`config.mk`:
```
export PLATFORM = sky130hd
export DESIGN_NAME = uart_axis
export DESIGN_NICKNAME = d
export VERILOG_FILES = /design/src/rtl/uart_axis.sv
export SDC_FILE = /design/constraint.sdc
export NUM_CORES = 1
export LEC_CHECK = 0
export CAP_MARGIN = 30
export CORE_ASPECT_RATIO = 2
export CORE_MARGIN = 2
export CORE_UTILIZATION = 55
export CTS_CLUSTER_DIAMETER = 120
export DETAILED_ROUTE_END_ITERATION = 8
export PLACE_DENSITY_LB_ADDON = 0.08
export SYNTH_ARGS = -nofsm -noshare
export SYNTH_HDL_FRONTEND = slang
export SYNTH_SLANG_ARGS = --single-unit
```
`constraint.sdc`:
```
create_clock -name aclk -period 6.9 [get_ports aclk]
set_clock_uncertainty 0.2 [all_clocks]
set_input_delay 1.38 -clock aclk [delete_from_list [all_inputs] [get_ports aclk]]
set_output_delay 1.38 -clock aclk [all_outputs]
set_load 0.02 [all_outputs]
```
`src/rtl/uart_axis.sv`:
```
// AXI4-Stream <-> UART (8N1) bridge: slave stream bytes go out on tx, bytes
// deserialised from rx are offered on the master stream with overwrite-on-overrun.
//
// tx fsm state | meaning
// TX_IDLE      | line high, s_data_tready=1, waiting for a stream beat
// TX_START     | driving the start bit (low)
// TX_DATA      | shifting data bits out LSB first
// TX_STOP      | driving the stop bit (high)
//
// rx fsm state | meaning
// RX_IDLE      | waiting for a falling edge on synchronised rx
// RX_START     | half-bit wait, then start bit re-checked (glitch filter)
// RX_DATA      | sampling data bits at bit centre, LSB first
// RX_STOP      | sampling stop bit; on framing error wait for line high
module uart_axis #(
  parameter int DATA_WIDTH   = 8,
  parameter int CLKS_PER_BIT = 868
) (
  input  logic [DATA_WIDTH-1:0] s_data_tdata,
  input  logic                  s_data_tvalid,
  output logic                  s_data_tready,
  output logic [DATA_WIDTH-1:0] m_data_tdata,
  output logic                  m_data_tvalid,
  input  logic                  m_data_tready,
  output logic                  tx,
  input  logic                  rx,
  input  logic                  aclk,
  input  logic                  arstn
);

  localparam int CNT_W = $clog2(CLKS_PER_BIT);
  localparam int BIT_W = (DATA_WIDTH > 1) ? $clog2(DATA_WIDTH) : 1;

  localparam logic [CNT_W-1:0] CNT_BIT  = CNT_W'(CLKS_PER_BIT - 1);
  localparam logic [CNT_W-1:0] CNT_HALF = CNT_W'(CLKS_PER_BIT / 2 - 1);
  localparam logic [CNT_W-1:0] CNT_ONE  = CNT_W'(1);
  localparam logic [BIT_W-1:0] BIT_LAST = BIT_W'(DATA_WIDTH - 1);
  localparam logic [BIT_W-1:0] BIT_ONE  = BIT_W'(1);

  typedef enum logic [1:0] {TX_IDLE, TX_START, TX_DATA, TX_STOP} tx_state_t;
  typedef enum logic [1:0] {RX_IDLE, RX_START, RX_DATA, RX_STOP} rx_state_t;

  // ---------------------------------------------------------------- transmit
  tx_state_t             tx_state, tx_state_nxt;
  logic [CNT_W-1:0]      tx_cnt, tx_cnt_nxt;
  logic [BIT_W-1:0]      tx_bit, tx_bit_nxt;
  logic [DATA_WIDTH-1:0] tx_shift, tx_shift_nxt;
  logic                  tx_nxt;
  logic                  tready_nxt;

  always_ff @(posedge aclk or negedge arstn) begin
    if (!arstn) begin
      tx_state      <= TX_IDLE;
      tx_cnt        <= '0;
      tx_bit        <= '0;
      tx_shift      <= '0;
      tx            <= 1'b1;
      s_data_tready <= 1'b0;
    end else begin
      tx_state      <= tx_state_nxt;
      tx_cnt        <= tx_cnt_nxt;
      tx_bit        <= tx_bit_nxt;
      tx_shift      <= tx_shift_nxt;
      tx            <= tx_nxt;
      s_data_tready <= tready_nxt;
    end
  end

  // tx and tready are registered, so every bit is decided one edge ahead
  always_comb begin
    tx_state_nxt = tx_state;
    tx_cnt_nxt   = tx_cnt;
    tx_bit_nxt   = tx_bit;
    tx_shift_nxt = tx_shift;
    tx_nxt       = tx;
    tready_nxt   = s_data_tready;
    unique case (tx_state)
      TX_IDLE: begin
        tx_nxt     = 1'b1;
        tready_nxt = 1'b1;
        if (s_data_tvalid && s_data_tready) begin
          tx_shift_nxt = s_data_tdata;
          tx_cnt_nxt   = CNT_BIT;
          tx_nxt       = 1'b0;
          tready_nxt   = 1'b0;
          tx_state_nxt = TX_START;
        end
      end
      TX_START: begin
        if (tx_cnt == '0) begin
          tx_cnt_nxt   = CNT_BIT;
          tx_bit_nxt   = '0;
          tx_nxt       = tx_shift[0];
          tx_shift_nxt = tx_shift >> 1;
          tx_state_nxt = TX_DATA;
        end else begin
          tx_cnt_nxt = tx_cnt - CNT_ONE;
        end
      end
      TX_DATA: begin
        if (tx_cnt == '0) begin
          tx_cnt_nxt = CNT_BIT;
          if (tx_bit == BIT_LAST) begin
            tx_nxt       = 1'b1;
            tx_state_nxt = TX_STOP;
          end else begin
            tx_nxt       = tx_shift[0];
            tx_shift_nxt = tx_shift >> 1;
            tx_bit_nxt   = tx_bit + BIT_ONE;
          end
        end else begin
          tx_cnt_nxt = tx_cnt - CNT_ONE;
        end
      end
      TX_STOP: begin
        if (tx_cnt == '0) begin
          tx_nxt       = 1'b1;
          tready_nxt   = 1'b1;
          tx_state_nxt = TX_IDLE;
        end else begin
          tx_cnt_nxt = tx_cnt - CNT_ONE;
        end
      end
      default: tx_state_nxt = TX_IDLE;
    endcase
  end

  // ----------------------------------------------------------------- receive
  logic                  rx_meta, rx_sync, rx_prev;
  rx_state_t             rx_state, rx_state_nxt;
  logic [CNT_W-1:0]      rx_cnt, rx_cnt_nxt;
  logic [BIT_W-1:0]      rx_bit, rx_bit_nxt;
  logic [DATA_WIDTH-1:0] rx_shift, rx_shift_nxt;
  logic                  rx_ferr, rx_ferr_nxt;
  logic                  byte_done;
  logic [DATA_WIDTH-1:0] m_tdata_nxt;
  logic                  m_tvalid_nxt;

  always_ff @(posedge aclk or negedge arstn) begin
    if (!arstn) begin
      rx_meta       <= 1'b1;
      rx_sync       <= 1'b1;
      rx_prev       <= 1'b1;
      rx_state      <= RX_IDLE;
      rx_cnt        <= '0;
      rx_bit        <= '0;
      rx_shift      <= '0;
      rx_ferr       <= 1'b0;
      m_data_tdata  <= '0;
      m_data_tvalid <= 1'b0;
    end else begin
      rx_meta       <= rx;
      rx_sync       <= rx_meta;
      rx_prev       <= rx_sync;
      rx_state      <= rx_state_nxt;
      rx_cnt        <= rx_cnt_nxt;
      rx_bit        <= rx_bit_nxt;
      rx_shift      <= rx_shift_nxt;
      rx_ferr       <= rx_ferr_nxt;
      m_data_tdata  <= m_tdata_nxt;
      m_data_tvalid <= m_tvalid_nxt;
    end
  end

  always_comb begin
    rx_state_nxt = rx_state;
    rx_cnt_nxt   = rx_cnt;
    rx_bit_nxt   = rx_bit;
    rx_shift_nxt = rx_shift;
    rx_ferr_nxt  = rx_ferr;
    byte_done    = 1'b0;
    unique case (rx_state)
      RX_IDLE: begin
        if (rx_prev && !rx_sync) begin
          rx_cnt_nxt   = CNT_HALF;
          rx_state_nxt = RX_START;
        end
      end
      RX_START: begin
        if (rx_cnt == '0) begin
          if (rx_sync) begin
            rx_state_nxt = RX_IDLE;
          end else begin
            rx_cnt_nxt   = CNT_BIT;
            rx_bit_nxt   = '0;
            rx_state_nxt = RX_DATA;
          end
        end else begin
          rx_cnt_nxt = rx_cnt - CNT_ONE;
        end
      end
      RX_DATA: begin
        if (rx_cnt == '0) begin
          rx_cnt_nxt   = CNT_BIT;
          rx_shift_nxt = {rx_sync, rx_shift[DATA_WIDTH-1:1]};
          rx_bit_nxt   = rx_bit + BIT_ONE;
          if (rx_bit == BIT_LAST) rx_state_nxt = RX_STOP;
        end else begin
          rx_cnt_nxt = rx_cnt - CNT_ONE;
        end
      end
      RX_STOP: begin
        // a low stop bit parks here until the line is released
        if (rx_ferr) begin
          if (rx_sync) begin
            rx_ferr_nxt  = 1'b0;
            rx_state_nxt = RX_IDLE;
          end
        end else if (rx_cnt == '0) begin
          if (rx_sync) begin
            byte_done    = 1'b1;
            rx_state_nxt = RX_IDLE;
          end else begin
            rx_ferr_nxt = 1'b1;
          end
        end else begin
          rx_cnt_nxt = rx_cnt - CNT_ONE;
        end
      end
      default: rx_state_nxt = RX_IDLE;
    endcase
  end

  // a freshly completed byte wins over a downstream handshake on the same edge
  always_comb begin
    m_tdata_nxt  = m_data_tdata;
    m_tvalid_nxt = m_data_tvalid && !m_data_tready;
    if (byte_done) begin
      m_tdata_nxt  = rx_shift;
      m_tvalid_nxt = 1'b1;
    end
  end

endmodule

```
---- Word level (Yosys, flattened, before mapping) ----
Cells that the tools add are included.
operators by class
  add/subtract/negate cells ............... 4
  equality and inequality tests ........... 24
  multiplexer cells ....................... 54
  reduce and logical (&&, ||, !) cells .... 24
operators by type and width
  cell                                                  count
  two-way mux 10 bit                                    9
  case mux 10 bit (4 select lines)                      1
  two-way mux 8 bit                                     4
  case mux 10 bit (3 select lines)                      1
  != test 2 bit (second input constant)                 14
  two-way mux 2 bit                                     13
  case mux 8 bit (3 select lines)                       1
  zero test 10 bit                                      2
  subtractor 10 x 1 -> 10 bit (second input constant)   2
  two-way mux 3 bit                                     6
  case mux 2 bit (4 select lines)                       2
  AND reduction 5 bit                                   3
  two-way mux 1 bit                                     13
  case mux 3 bit (2 select lines)                       2
  AND reduction 4 bit                                   3
  equality test 2 bit (second input constant)           4
  adder 3 x 1 -> 3 bit (second input constant)          2
  equality test 3 bit (second input constant)           2
  != test 3 bit (second input constant)                 2
  AND reduction 2 bit                                   3
  nonzero test 2 bit                                    3
  equality test 2 x 1 -> 1 bit (second input constant)  2
  zero test 2 bit                                       2
  case mux 1 bit (4 select lines)                       1
  other kinds (6)                                       9
word-level totals
  register bits ........................... 61
  output and inout bits ................... 11
  word-level logic and storage cells ...... 122

---- Depth between registers and ports, before layout ----
Gate-level depths: netlist of the first run.
  depth in word-level cells ............... 5
  gate-level depth with buffers ........... 7

---- Worst setup path after synthesis of the first run ----
OpenSTA, ideal clock, no wires.
  path type ............................... in2reg
  start point ............................. input port s_data_tvalid
  end point ............................... register tx_shift[0]
  arrival time ............................ 2.409 ns
  path slack .............................. 4.166 ns
  stages .................................. 5
  path buffers ............................ 1
  path through ............................ a21boi_1 > a211oi_1 > nor2b_1 > buf_2 > mux2_2
on the way
  word-level cells in the longest chain between the ends .. 3
ends and longest elaborated chain
  element                               RTL line  text
  start: declaration                    20        input logic s_data_tvalid,
  logical AND 1 bit                     81        if (s_data_tvalid && s_data_tready) begin
  != test 2 bit (no source line)        --
  AND reduction 5 bit (no source line)  --
  end signal: assignment                63        tx_shift <= tx_shift_nxt;
  end: declaration                      47        logic [DATA_WIDTH-1:0] tx_shift, tx_shift_nxt;
No other way between the ends.
A chain may end at the register's enable or synchronous reset.

---- Worst setup path in the final report of the first run ----
  start point ............................. input port s_data_tvalid
  end point ............................... register tx_shift[1]
Same word-level chain as after synthesis.

==> key figures, run 1 <==
Logic synthesis
  – Post-synth cell types: 62
  – Synth warn: 0
  – Seq cells post-synth: 61
  – Top cell type's share of synthesized area: 42.46%
  – Syn_nets: about 340
  – Post-synth ARST share: 100.0%
  – Seq/Total Area, Yosys: 45.59%
  – Mapped Area: 3359 um^2
  – Largest area contributor in the netlist: dfrtp_1
  – Post-synth EDFFs: 0
  – Cells after synthesis: 308
  – Avg Inst Size Synth: around 11 um^2
  – Main synth FF type: dfrtp_1
  – Synth area leaders: dfrtp_1 (42%), mux2_2 (11%), ha_1 (5.6%), dfstp_2 (3.1%), inv_1 (2.5%)
  – Commonest cells post-synth: dfrtp_1 (57), mux2_2 (32), inv_1 (22), nor2_1 (16), o21ai_0 (16)
  – Count leader, synth: dfrtp_1

Placed design
  – IO buf count: 23
  – Gp weighted congestion: 0.8600
  – DP Area: roughly 3600 um^2
  – DP Cell Count: 385
  – DP Wirelength: 5.063 mm

Clock network
  – H-tree depth: 3
  – Cts bufs inserted: 9
  – CTS tree: yes
  – CTS Root Cell: clkbuf_16
  – Setup bufs post-CTS: 0
  – Clock net sink count: 61
  – Worst-Skew Late Latency: 0.33 ns
  – Hold Buf Count CTS: 0
  – Reg clk slew, reported paths: 0.05 ns
  – CTS resizes: 0
  – Maximum buffer depth of the clock tree: 2

Timing
  – Fmax: 0.2872 GHz
  – Worst slew margin: 38.71%
  – Setup TNS: 0 ns
  – Fin Hold WS: between 0.15 and 0.2 ns
  – Final Max Tran Viols: 0
  – Tcrit/Tclk final: 50.46%
  – Final setup viols: 0
  – Final hold violations: 0
  – RSZ-0062 raised after global routing: no
  – Slew @ Worst Pin: 0.9124 ns
  – Period minus WS final: 3.482 ns

Critical path
  – Slowest CP cell: nor2b_1
  – WP data arrival: around 3.5 ns
  – Crit start category: input pin
  – CP cell instances: clkdlybuf4s50_1 -> a21boi_1 -> a211oi_1 -> nor2b_1 -> mux2_2
  – R2R Setup Slk: 3.99 ns
  – Worst Path Class, Setup: input pin to flip-flop
  – RR Endpoint: tx_shift[1]$_DFFE_PN0P_
  – Worst EP required: 6.91 ns
  – Worst R2R Start: tx_state[0]$_DFFE_PN0P_
  – CP peak stage delay: 0.65 ns
  – Maximum net fanout on the critical path: 8
  – Reg2Reg Depth: 6
  – CP Capture Type: flip-flop

Floorplan
  – Vert. Die Dim: 114.5 um
  – Initial cell density of the core: 56.41%
  – Die ar.: between 6000 and 7000 um^2
  – Row count: 40
  – CORE AREA: 5956 um^2
  – # IOs: 24
  – Chip Width: 59.27 um

Power
  – Leak: 1.779 nW
  – Peak supply drop: 208.4 uV
  – PwrDens: 347.2 nW/um^2

Global routing
  – Number of global-route vias before repair: 2726
  – Met3 Track Usage GR: ~6.4%
  – Total GRT Usage: between 20% and 30%
  – First-pass GRT wire length: 12.33 mm
  – Antenna violations before repair: 0
  – M1 GR Usage: 25.44%
  – Grt met2 use: 42.12%
  – Gr busiest metal: met2
  – Largest net degree at the start of global routing: 62
  – Gr ovfl total: 0

Drt
  – Final WL: 7.360 mm
  – Vias per cell: 6.564
  – Detailed-route via count: 2632
  – Post-DR wirelength/cell: 18.35 um
  – Starting DRC count in detailed routing: 120
  – Number of nets still failing antenna checks after routing: 0
  – Residual DRC count: 0
  – Total iterations of the first detailed-routing run: 4

Final layout
  – Multi-input logic area: around 1700 um^2
  – Fin cells: 401
  – Finished Core Util: roughly two thirds
  – N_diodes: 0
  – Final #Nets: 361
  – Storage cell area: around 1500 um^2
  – Layout Area Growth over Synthesis: 18.40%
  – Fillers: 478
  – Fraction of layout cells with a size suffix above 1: between 15 and 20%
  – Design area: 3978 um^2

Min path
  – Hold Path Class: flip-flop to flip-flop
  – Hold endpoint: rx_sync$_DFF_PN1_
  – WHS Path Cells: 0
  – Hold Path Origin: rx_meta$_DFF_PN1_

Job
  – # Max-Cap Violations: 0

Run status
  – Run status: complete, no violations
==> power by group <==
part           internal, mW  switching [mW]
Sequential            0.398          0.0414
Clock                 0.361           0.160
Combinational         0.169           0.252
Total                 0.928           0.453
==> registers in the layout (all words and copies together), names as in the netlist, 2 cells and up, named ones only <==
signal,count
tx_state,2
m_data_tdata,8
tx_shift,8
tx_bit,3
rx_bit,3
tx_cnt,10
rx_shift,8
rx_cnt,10
==> layer usage <==
layer | wire, um | vias up | share of wire (%)
met1 | 2665 | 1291 | 36
met2 | 4076 | 95 | 55
li1 | - | 1219 | -
met4 | 309 | 0 | 4.2
met5 | 0 | - | 0
met3 | 309 | 27 | 4.2
==> stage by stage <==
stage,setup slack [ns],total power [mW]
2_1_floorplan,4.166,0.7576
3_3_place_gp,3.191,0.8473
3_5_place_dp,3.109,0.8546
4_1_cts,3.442,1.386
5_1_grt,3.330,1.453
6_report,3.418,1.381
==> logic make-up (layout without fill, tap and decap cells) <==
| logic type | after synthesis | after routing | synth area share (%) |
|---|---|---|---|
| compound gates | 85 | 85 | 19.11 |
| simple gates | 79 | 79 | 14.04 |
| flops | 61 | 61 | 45.59 |
| mux | 36 | 36 | 11.96 |
| buf+inv | 32 | 62 | 3.724 |
| fa+ha+maj | 15 | 15 | 5.587 |
==> critical path, delay by kind of cell <==
kind,cells,cell delay [ns]
multiplexers,1,0.42
buffers and inverters,1,0.47
AND/OR/NAND/NOR,1,0.65
AO/OA/AOI/OAI,2,0.56
==> how the worst max path moves through the flow <==
stage                   from                      end  slack (ns)  depth (start not counted)
2_1_floorplan  s_data_tvalid  tx_shift[0]$_DFFE_PN0P_        4.17                          5
3_3_place_gp   s_data_tvalid  tx_shift[2]$_DFFE_PN0P_        3.19                          5
3_5_place_dp   s_data_tvalid  tx_shift[1]$_DFFE_PN0P_        3.11                          5
4_1_cts        s_data_tvalid  tx_shift[1]$_DFFE_PN0P_        3.44                          5
5_1_grt        s_data_tvalid  tx_shift[6]$_DFFE_PN0P_        3.33                          5
6_report       s_data_tvalid  tx_shift[1]$_DFFE_PN0P_        3.42                          5
==> cells in the final DEF (no fill, tap or decap), types with 7 or more instances in the layout <==
| cell type | instances |
|---|---|
| dfrtp_1 | 57 |
| mux2_2 | 32 |
| inv_1 | 22 |
| clkdlybuf4s50_1 | 22 |
| o21ai_0 | 16 |
| nor2_1 | 16 |
| ha_1 | 15 |
| nor3_1 | 12 |
| nand2_1 | 11 |
| a21oi_1 | 10 |
| clkbuf_16 | 9 |
| a31oi_1 | 8 |
| nand3_1 | 7 |
==> final cells by class <==
class	instances	area share [%]
Timing Repair Buffer	24	5.851
Clock inverter	6	2.768
Inverter	22	2.076
Tap cell	63	1.982
Clock buffer	10	6.008
Sequential cell	61	38.50
Multi-Input combinational cell	215	42.81
Power figures use the tool's default switching activity.
==> run 2, diff against run 1 <==
==> constraint.sdc (replaced) <==
create_clock -name aclk -period 3.4 [get_ports aclk]
set_clock_uncertainty 0.2 [all_clocks]
set_input_delay 0.68 -clock aclk [delete_from_list [all_inputs] [get_ports aclk]]
set_output_delay 0.68 -clock aclk [all_outputs]
set_load 0.02 [all_outputs]
==> run 2 against run 1 <==
Sequential share of layout area hardly changed. Clock power is 75% higher. Total power is 93% higher. Non-clock buffer count rose by 7. Cell area increased by 0.13%. Global-route usage decreased by 0.75 points. Combinational power is 110% higher. Worst hold slack got worse by 0.11 ns. Count of clock-buffer cells in the layout is the same. Wire length decreased by 5.3%. Largest cell class unchanged. Worst setup slack got worse by 2.7 ns. First-iteration DRC count down 25%. Largest power group unchanged.
==> key figures, run 2 (synthesis gave the netlist of run 1 again) <==
Critical path
  – RR Endpoint: rx_cnt[1]$_DFFE_PN0P_
  – CP cell instances: inv_1 -> ha_1 -> or3b_4 -> a2111oi_4 -> buf_4 -> or2_1 -> mux2_1
  – Worst Path Class, Setup: flip-flop to flip-flop
  – WP data arrival: 2.72 ns (-0.77 ns)
  – R2R Setup Slk: 0.70 ns (-3.29 ns)
  – CP Capture Type: flip-flop
  – Reg2Reg Depth: 7 (+1)
  – Maximum net fanout on the critical path: 9 (+1)
  – Worst EP required: 3.41 ns (-3.50 ns)
  – Crit start category: flip-flop
  – Worst R2R Start: rx_cnt[0]$_DFFE_PN0P_
  – CP peak stage delay: 0.42 ns (-0.23 ns)
  – Slowest CP cell: or3b_4

Drt
  – Final WL: 6.968 mm (-5.3%)
  – Post-DR wirelength/cell: 17.08 um (-7.0%)
  – Number of nets still failing antenna checks after routing: 0 (unchanged)
  – Detailed-route via count: 2590 (-1.6%)
  – Total iterations of the first detailed-routing run: 5 (+1)
  – Residual DRC count: 0 (unchanged)
  – Vias per cell: 6.348 (-3.3%)
  – Starting DRC count in detailed routing: 90 (-25%)

Min path
  – Hold Path Class: input pin to asynchronous set/reset pin

Final layout
  – Final #Nets: 368 (+1.9%)
  – Largest regs: rx_cnt (10), tx_cnt (10)
  – Most frequent cells in the layout: dfrtp_1 (57), mux2_2 (32), inv_1 (22), clkdlybuf4s50_1 (22)
  – Fillers: 459 (-4.0%)
  – Design area: 3983 um^2 (+0.13%)
  – Finished Core Util: 66.87% (+0.084 points)
  – Commonest non-fill, non-tap cell in the layout: dfrtp_1
  – N_diodes: 0 (unchanged)
  – Fraction of layout cells with a size suffix above 1: 21.45% (+1.6 points)
  – Layout Area Growth over Synthesis: 18.55%

Floorplan
  – CORE AREA: 5956 um^2 (unchanged)
  – Initial cell density of the core: 56.41% (unchanged)
  – Die ar.: 6787 um^2 (unchanged)
  – Chip Width: 59.27 um (unchanged)
  – Row count: 40 (unchanged)
  – # IOs: 24 (unchanged)
  – Vert. Die Dim: 114.5 um (unchanged)

Clock network
  – Setup bufs post-CTS: 0 (unchanged)
  – Clock net sink count: 61 (unchanged)
  – Reg clk slew, reported paths: 0.05 ns (about the same)
  – CTS resizes: 0 (unchanged)
  – Cts bufs inserted: 9 (unchanged)
  – Worst-Skew Late Latency: 0.34 ns (about the same)
  – CTS tree: yes
  – CTS Root Cell: clkbuf_16
  – Maximum buffer depth of the clock tree: 2 (unchanged)
  – Hold Buf Count CTS: 0 (unchanged)
  – H-tree depth: 3 (unchanged)

Timing
  – Setup TNS: 0 ns (unchanged)
  – Final Max Tran Viols: 0 (unchanged)
  – Slew @ Worst Pin: 0.8922 ns (-0.02018 ns)
  – Worst slew margin: 40.06% (+1.4 points)
  – Fmax: 0.3702 GHz
  – RSZ-0062 raised after global routing: no
  – Final hold violations: 0 (unchanged)
  – Final setup viols: 0 (unchanged)
  – Tcrit/Tclk final: 79.44%
  – Period minus WS final: 2.701 ns

Global routing
  – Total GRT Usage: 23.65% (-0.75 points)
  – First-pass GRT wire length: 12.06 mm (-2.2%)
  – Number of global-route vias before repair: 2684 (-1.5%)
  – Antenna violations before repair: 0 (unchanged)
  – Largest net degree at the start of global routing: 31 (-50%)
  – Gr ovfl total: 0 (unchanged)

Power
  – Peak supply drop: 353.9 uV (+70%)
  – PwrDens: 670.9 nW/um^2 (+93%)
  – Leak: 1.790 nW (+0.63%)

Placed design
  – DP Area: 3681 um^2 (+1.4%)
  – Gp weighted congestion: 0.8862 (+3.0%)
  – DP Wirelength: 5.102 mm (+0.77%)
  – IO buf count: 23 (unchanged)

Job
  – # Max-Cap Violations: 0 (unchanged)

Run status
  – Run status: complete, no violations
[run 2: changes by cell type in the layout (fill, tap and decap cells not counted), sizes merged]
cell	previous run	this run
clkinv	1	2
buf	2	9
clkinvlp	2	3
bufinv	3	1
[run 2: per-stage QoR]
step	hold WS [ns]	total power [mW]	worst slack, ns	instances
3_5_place_dp	0.1498	1.757	0.6901	392
2_1_floorplan	0.1452	1.538	0.9501	308
6_report	0.05126	2.672	0.6991	408
4_1_cts	0.05527	2.677	0.7200	408
5_1_grt	0.07633	2.833	0.5696	408
3_3_place_gp	0.1494	1.744	0.7213	392
[run 2: area by class of cell]
| class | instances | area [um^2] | share of cell area, % |
|---|---|---|---|
| sequential | 61 | 1531 | 38.45 |
| timing repair buffer | 31 | 285.3 | 7.163 |
| inverter | 22 | 82.58 | 2.074 |
| clock buffer | 10 | 239.0 | 6.001 |
| clock inverter | 6 | 62.56 | 1.571 |
| multi-input combinational | 215 | 1703 | 42.76 |
| tap | 63 | 78.83 | 1.979 |
[run 2: worst max-delay path by stage]
stage,startpoint,to,slack [ns]
after CTS,rx_cnt[0]$_DFFE_PN0P_,rx_cnt[1]$_DFFE_PN0P_,0.72
after global placement,s_data_tvalid,tx_shift[2]$_DFFE_PN0P_,0.72
after floorplan,rx_cnt[0]$_DFFE_PN0P_,rx_cnt[1]$_DFFE_PN0P_,0.95
final,rx_cnt[0]$_DFFE_PN0P_,rx_cnt[1]$_DFFE_PN0P_,0.70
after detailed placement,s_data_tvalid,tx_shift[3]$_DFFE_PN0P_,0.69
after global routing,rx_cnt[0]$_DFFE_PN0P_,rx_cnt[1]$_DFFE_PN0P_,0.57
[run 2: metal layers]
layer,wire length (um),up-vias,track usage (%)
met4,295,0,14.70
met3,263,28,6.441
li1,-,1232,-
met2,3755,79,40.07
met5,0,-,0
met1,2653,1251,24.80
[run 2: critical path, delay by kind of cell (launching register included)]
kind            cells  cell delay, ns
flops               1            0.39
compound gates      1            0.32
mux                 1            0.37
fa+ha+maj           1            0.19
buf+inv             2            0.35
simple gates        2            0.76
[run 2: power by group]
group	internal, mW	switching (mW)	leakage (nW)
logic	0.361	0.512	0.873
registers	0.807	0.0790	0.776
clock network	0.583	0.330	0.140
==> run 3, diff against run 2 <==
--- a/config.mk
+++ b/config.mk
@@ -8,7 +8,7 @@
 export CAP_MARGIN = 30
 export CORE_ASPECT_RATIO = 2
 export CORE_MARGIN = 2
-export CORE_UTILIZATION = 55
+export CORE_UTILIZATION = 53
 export CTS_CLUSTER_DIAMETER = 120
 export DETAILED_ROUTE_END_ITERATION = 8
 export PLACE_DENSITY_LB_ADDON = 0.08
==> constraint.sdc (replaced) <==
create_clock -name aclk -period 2.2 [get_ports aclk]
set_clock_uncertainty 0.2 [all_clocks]
set_input_delay 0.44 -clock aclk [delete_from_list [all_inputs] [get_ports aclk]]
set_output_delay 0.44 -clock aclk [all_outputs]
set_load 0.02 [all_outputs]
==> run 3 against run 2 <==
Final cell count is 14% higher. The flow now finishes with violations (negative setup slack). Utilization up 3.0 points. Wire length is 2.8% higher. First-iteration DRC count increased by 87%. Highest routed layer unchanged. Largest power group is now combinational logic. Sequential share of layout area decreased by 3.1 points. Largest cell class unchanged.
==> key figures, run 3 (synthesis gave the netlist of run 1 again) <==
Final layout
  – Most frequent cells in the layout: dfrtp_1 (57), buf_4 (40), mux2_2 (32)
  – N_diodes: 0 (unchanged)
  – Final #Nets: 403 (+9.5%)
  – Fraction of layout cells with a size suffix above 1: 30.08% (+8.6 points)
  – Commonest non-fill, non-tap cell in the layout: dfrtp_1
  – Fin cells: 465 (+14%)
  – Layout Area Growth over Synthesis: 29.05%
  – Fillers: 459 (unchanged)
  – Largest regs: rx_cnt (10), tx_cnt (10)

Timing
  – Tcrit/Tclk final: 100.2% (+21 points)
  – RSZ-0062 raised after global routing: yes
  – Final worst slack: -0.004526 ns (-0.7036 ns)
  – Fin Hold WS: 0.1553 ns (+0.1041 ns)
  – Fmax: 0.4536 GHz (+23%)
  – Final setup viols: 1 (+1)
  – Slew @ Worst Pin: 0.4745 ns (-0.4177 ns)
  – Final hold violations: 0 (unchanged)
  – Worst slew margin: 68.25% (+28 points)
  – Setup TNS: -0.004526 ns (-0.004526 ns)
  – Final Max Tran Viols: 0 (unchanged)
  – Period minus WS final: 2.205 ns (-0.4964 ns)

Clock network
  – Reg clk slew, reported paths: 0.05 ns (about the same)
  – CTS Root Cell: clkbuf_16
  – CTS tree: yes
  – Cts bufs inserted: 9 (unchanged)
  – Worst-Skew Late Latency: 0.32 ns (-0.02 ns)
  – Clock net sink count: 61 (unchanged)
  – Maximum buffer depth of the clock tree: 2 (unchanged)
  – H-tree depth: 3 (unchanged)

Critical path
  – Slowest CP cell: or4_4
  – WP data arrival: 2.21 ns (-0.51 ns)
  – CP Capture Type: flip-flop
  – Buffers & Inverters on Critical Path: 1 (-1)
  – Worst Path Class, Setup: flip-flop to flip-flop
  – CP peak stage delay: 0.46 ns (+0.04 ns)
  – CP cell instances: inv_2 -> ha_4 -> or3b_4 -> or4_4 -> a311o_1 -> mux2i_1
  – Maximum net fanout on the critical path: 3 (-6)
  – CP top delay family: simple AND/OR/NAND/NOR gates
  – Crit start category: flip-flop
  – Worst EP required: 2.20 ns (-1.21 ns)

Floorplan
  – CORE AREA: 6207 um^2 (+4.2%)
  – Vert. Die Dim: 116.6 um (+1.8%)
  – Die ar.: 7030 um^2 (+3.6%)
  – Row count: 41 (+2.5%)
  – Initial cell density of the core: 54.12% (-2.3 points)
  – Chip Width: 60.30 um (+1.7%)
  – # IOs: 24 (unchanged)

Power
  – Comb pwr share: 40.3% (+7.6 points)
  – Leak: 1.964 nW (+9.7%)
  – Psw: 1.427 mW (+55%)
  – Net Sw Frac: 33.57% (-0.88 points)
  – Clock power share: 28.6% (-5.6 points)
  – Reg power frac: 31.1% (-2.1 points)
  – PwrDens: 980.7 nW/um^2 (+46%)
  – Internal power: 2.824 mW (+61%)
  – Peak supply drop: 735.2 uV (+110%)

Drt
  – Post-DR wirelength/cell: 15.41 um (-9.8%)
  – Total iterations of the first detailed-routing run: 5 (unchanged)
  – Vias per cell: 5.858 (-7.7%)
  – Starting DRC count in detailed routing: 168 (+87%)
  – Final WL: 7.165 mm (+2.8%)
  – Number of nets still failing antenna checks after routing: 0 (unchanged)
  – Residual DRC count: 0 (unchanged)
  – Detailed-route via count: 2724 (+5.2%)

Global routing
  – Antenna violations before repair: 0 (unchanged)
  – First-pass GRT wire length: 12.03 mm (-0.23%)
  – Number of global-route vias before repair: 2545 (-5.2%)
  – Total GRT Usage: 22.75% (-0.90 points)
  – Largest net degree at the start of global routing: 62 (+100%)
  – Gr ovfl total: 0 (unchanged)

Placed design
  – DP Cell Count: 447 (+14%)
  – Gp weighted congestion: 0.9296 (+4.9%)
  – IO buf count: 23 (unchanged)
  – DP Wirelength: 5.182 mm (+1.6%)

Job
  – # Max-Cap Violations: 0 (unchanged)

Run status
  – Failing checks: negative setup slack
  – Run status: complete, but fails checks

Min path
  – Hold Path Class: flip-flop to flip-flop
-- run 3: cell types whose count changed in the layout (fill, tap and decap cells not counted), sizes merged --
cell and delta:
clkbuf +3, clkinvlp -3, buf +34, dlygate4sd3 +1, bufinv -1
-- run 3: metal layers --
layer / GRT usage (%) / routed length (um) / up-vias
li1: - / - / 1311
met1: 31.99 / 3239 / 1323
met2: 32.61 / 3457 / 74
met3: 6.534 / 312 / 16
met4: 9.481 / 155 / 0
met5: 0 / 0 / -
-- run 3: power by group through the flow --
stage	clock network (mW)	logic, mW	registers, mW
6_report	1.22	1.71	1.32
5_1_grt	1.31	1.86	1.34
3_5_place_dp	0	1.63	1.34
4_1_cts	1.25	1.65	1.32
2_1_floorplan	0	1.05	1.36
3_3_place_gp	0	1.61	1.33
-- run 3: stage by stage --
stage                     worst slack [ns]  area, um^2  util (%)  power (mW)
final                            -0.004526        4335     69.84       4.252
after global routing              -0.04378        4335     69.84       4.505
after CTS                       -0.0004230        4270     68.80       4.226
after detailed placement           -0.1351        3991     64.30       2.974
after global placement             -0.1075        3991     64.30       2.944
after floorplan                   -0.05545        3379         -       2.409
-- run 3: repair_timing --
item                                   CTS  global route
hold buffers                             1             0
setup endpoints to repair                9            31
buffers inserted                         0             2
resized for setup                        1             9
endpoints found under the hold margin   57             0
gates cloned                             0             0
pin swaps                                1             3
-- run 3: area by class of cell --
| cell class | count | area, um^2 | share of cell area (%) |
|---|---|---|---|
| timing repair buffer | 66 | 575.6 | 13.28 |
| sequential | 61 | 1531 | 35.32 |
| clock buffer | 13 | 250.2 | 5.772 |
| multi-input combinational | 215 | 1778 | 41.01 |
| clock inverter | 2 | 10.01 | 0.2309 |
| inverter | 22 | 82.58 | 1.905 |
| tap | 86 | 107.6 | 2.482 |
-- run 3: worst register-to-register path, cell delays in order (launching register included) --
cell and delay [ns]:
dfrtp_1 0.38, inv_2 0.09, ha_4 0.13, or3b_4 0.41, or4_4 0.46, a311o_1 0.29, mux2i_1 0.12
-- run 3: path summary, 6_finish.rpt --
path	from	endpoint	slack, ns	cells past startpoint
worst min-delay path	rx_meta$_DFF_PN1_	rx_sync$_DFF_PN1_	0.16	0
worst max-delay path	rx_cnt[1]$_DFFE_PN0P_	flip-flop	-0.005	6
worst max register to register	rx_cnt[1]$_DFFE_PN0P_	flip-flop	-0.005	6
min in group asynchronous	arstn	tx_cnt[9]$_DFFE_PN0P_	0.45	3
max in group asynchronous	arstn	tx$_DFFE_PN1P_	1.04	3
worst min register to register	rx_meta$_DFF_PN1_	rx_sync$_DFF_PN1_	0.16	0
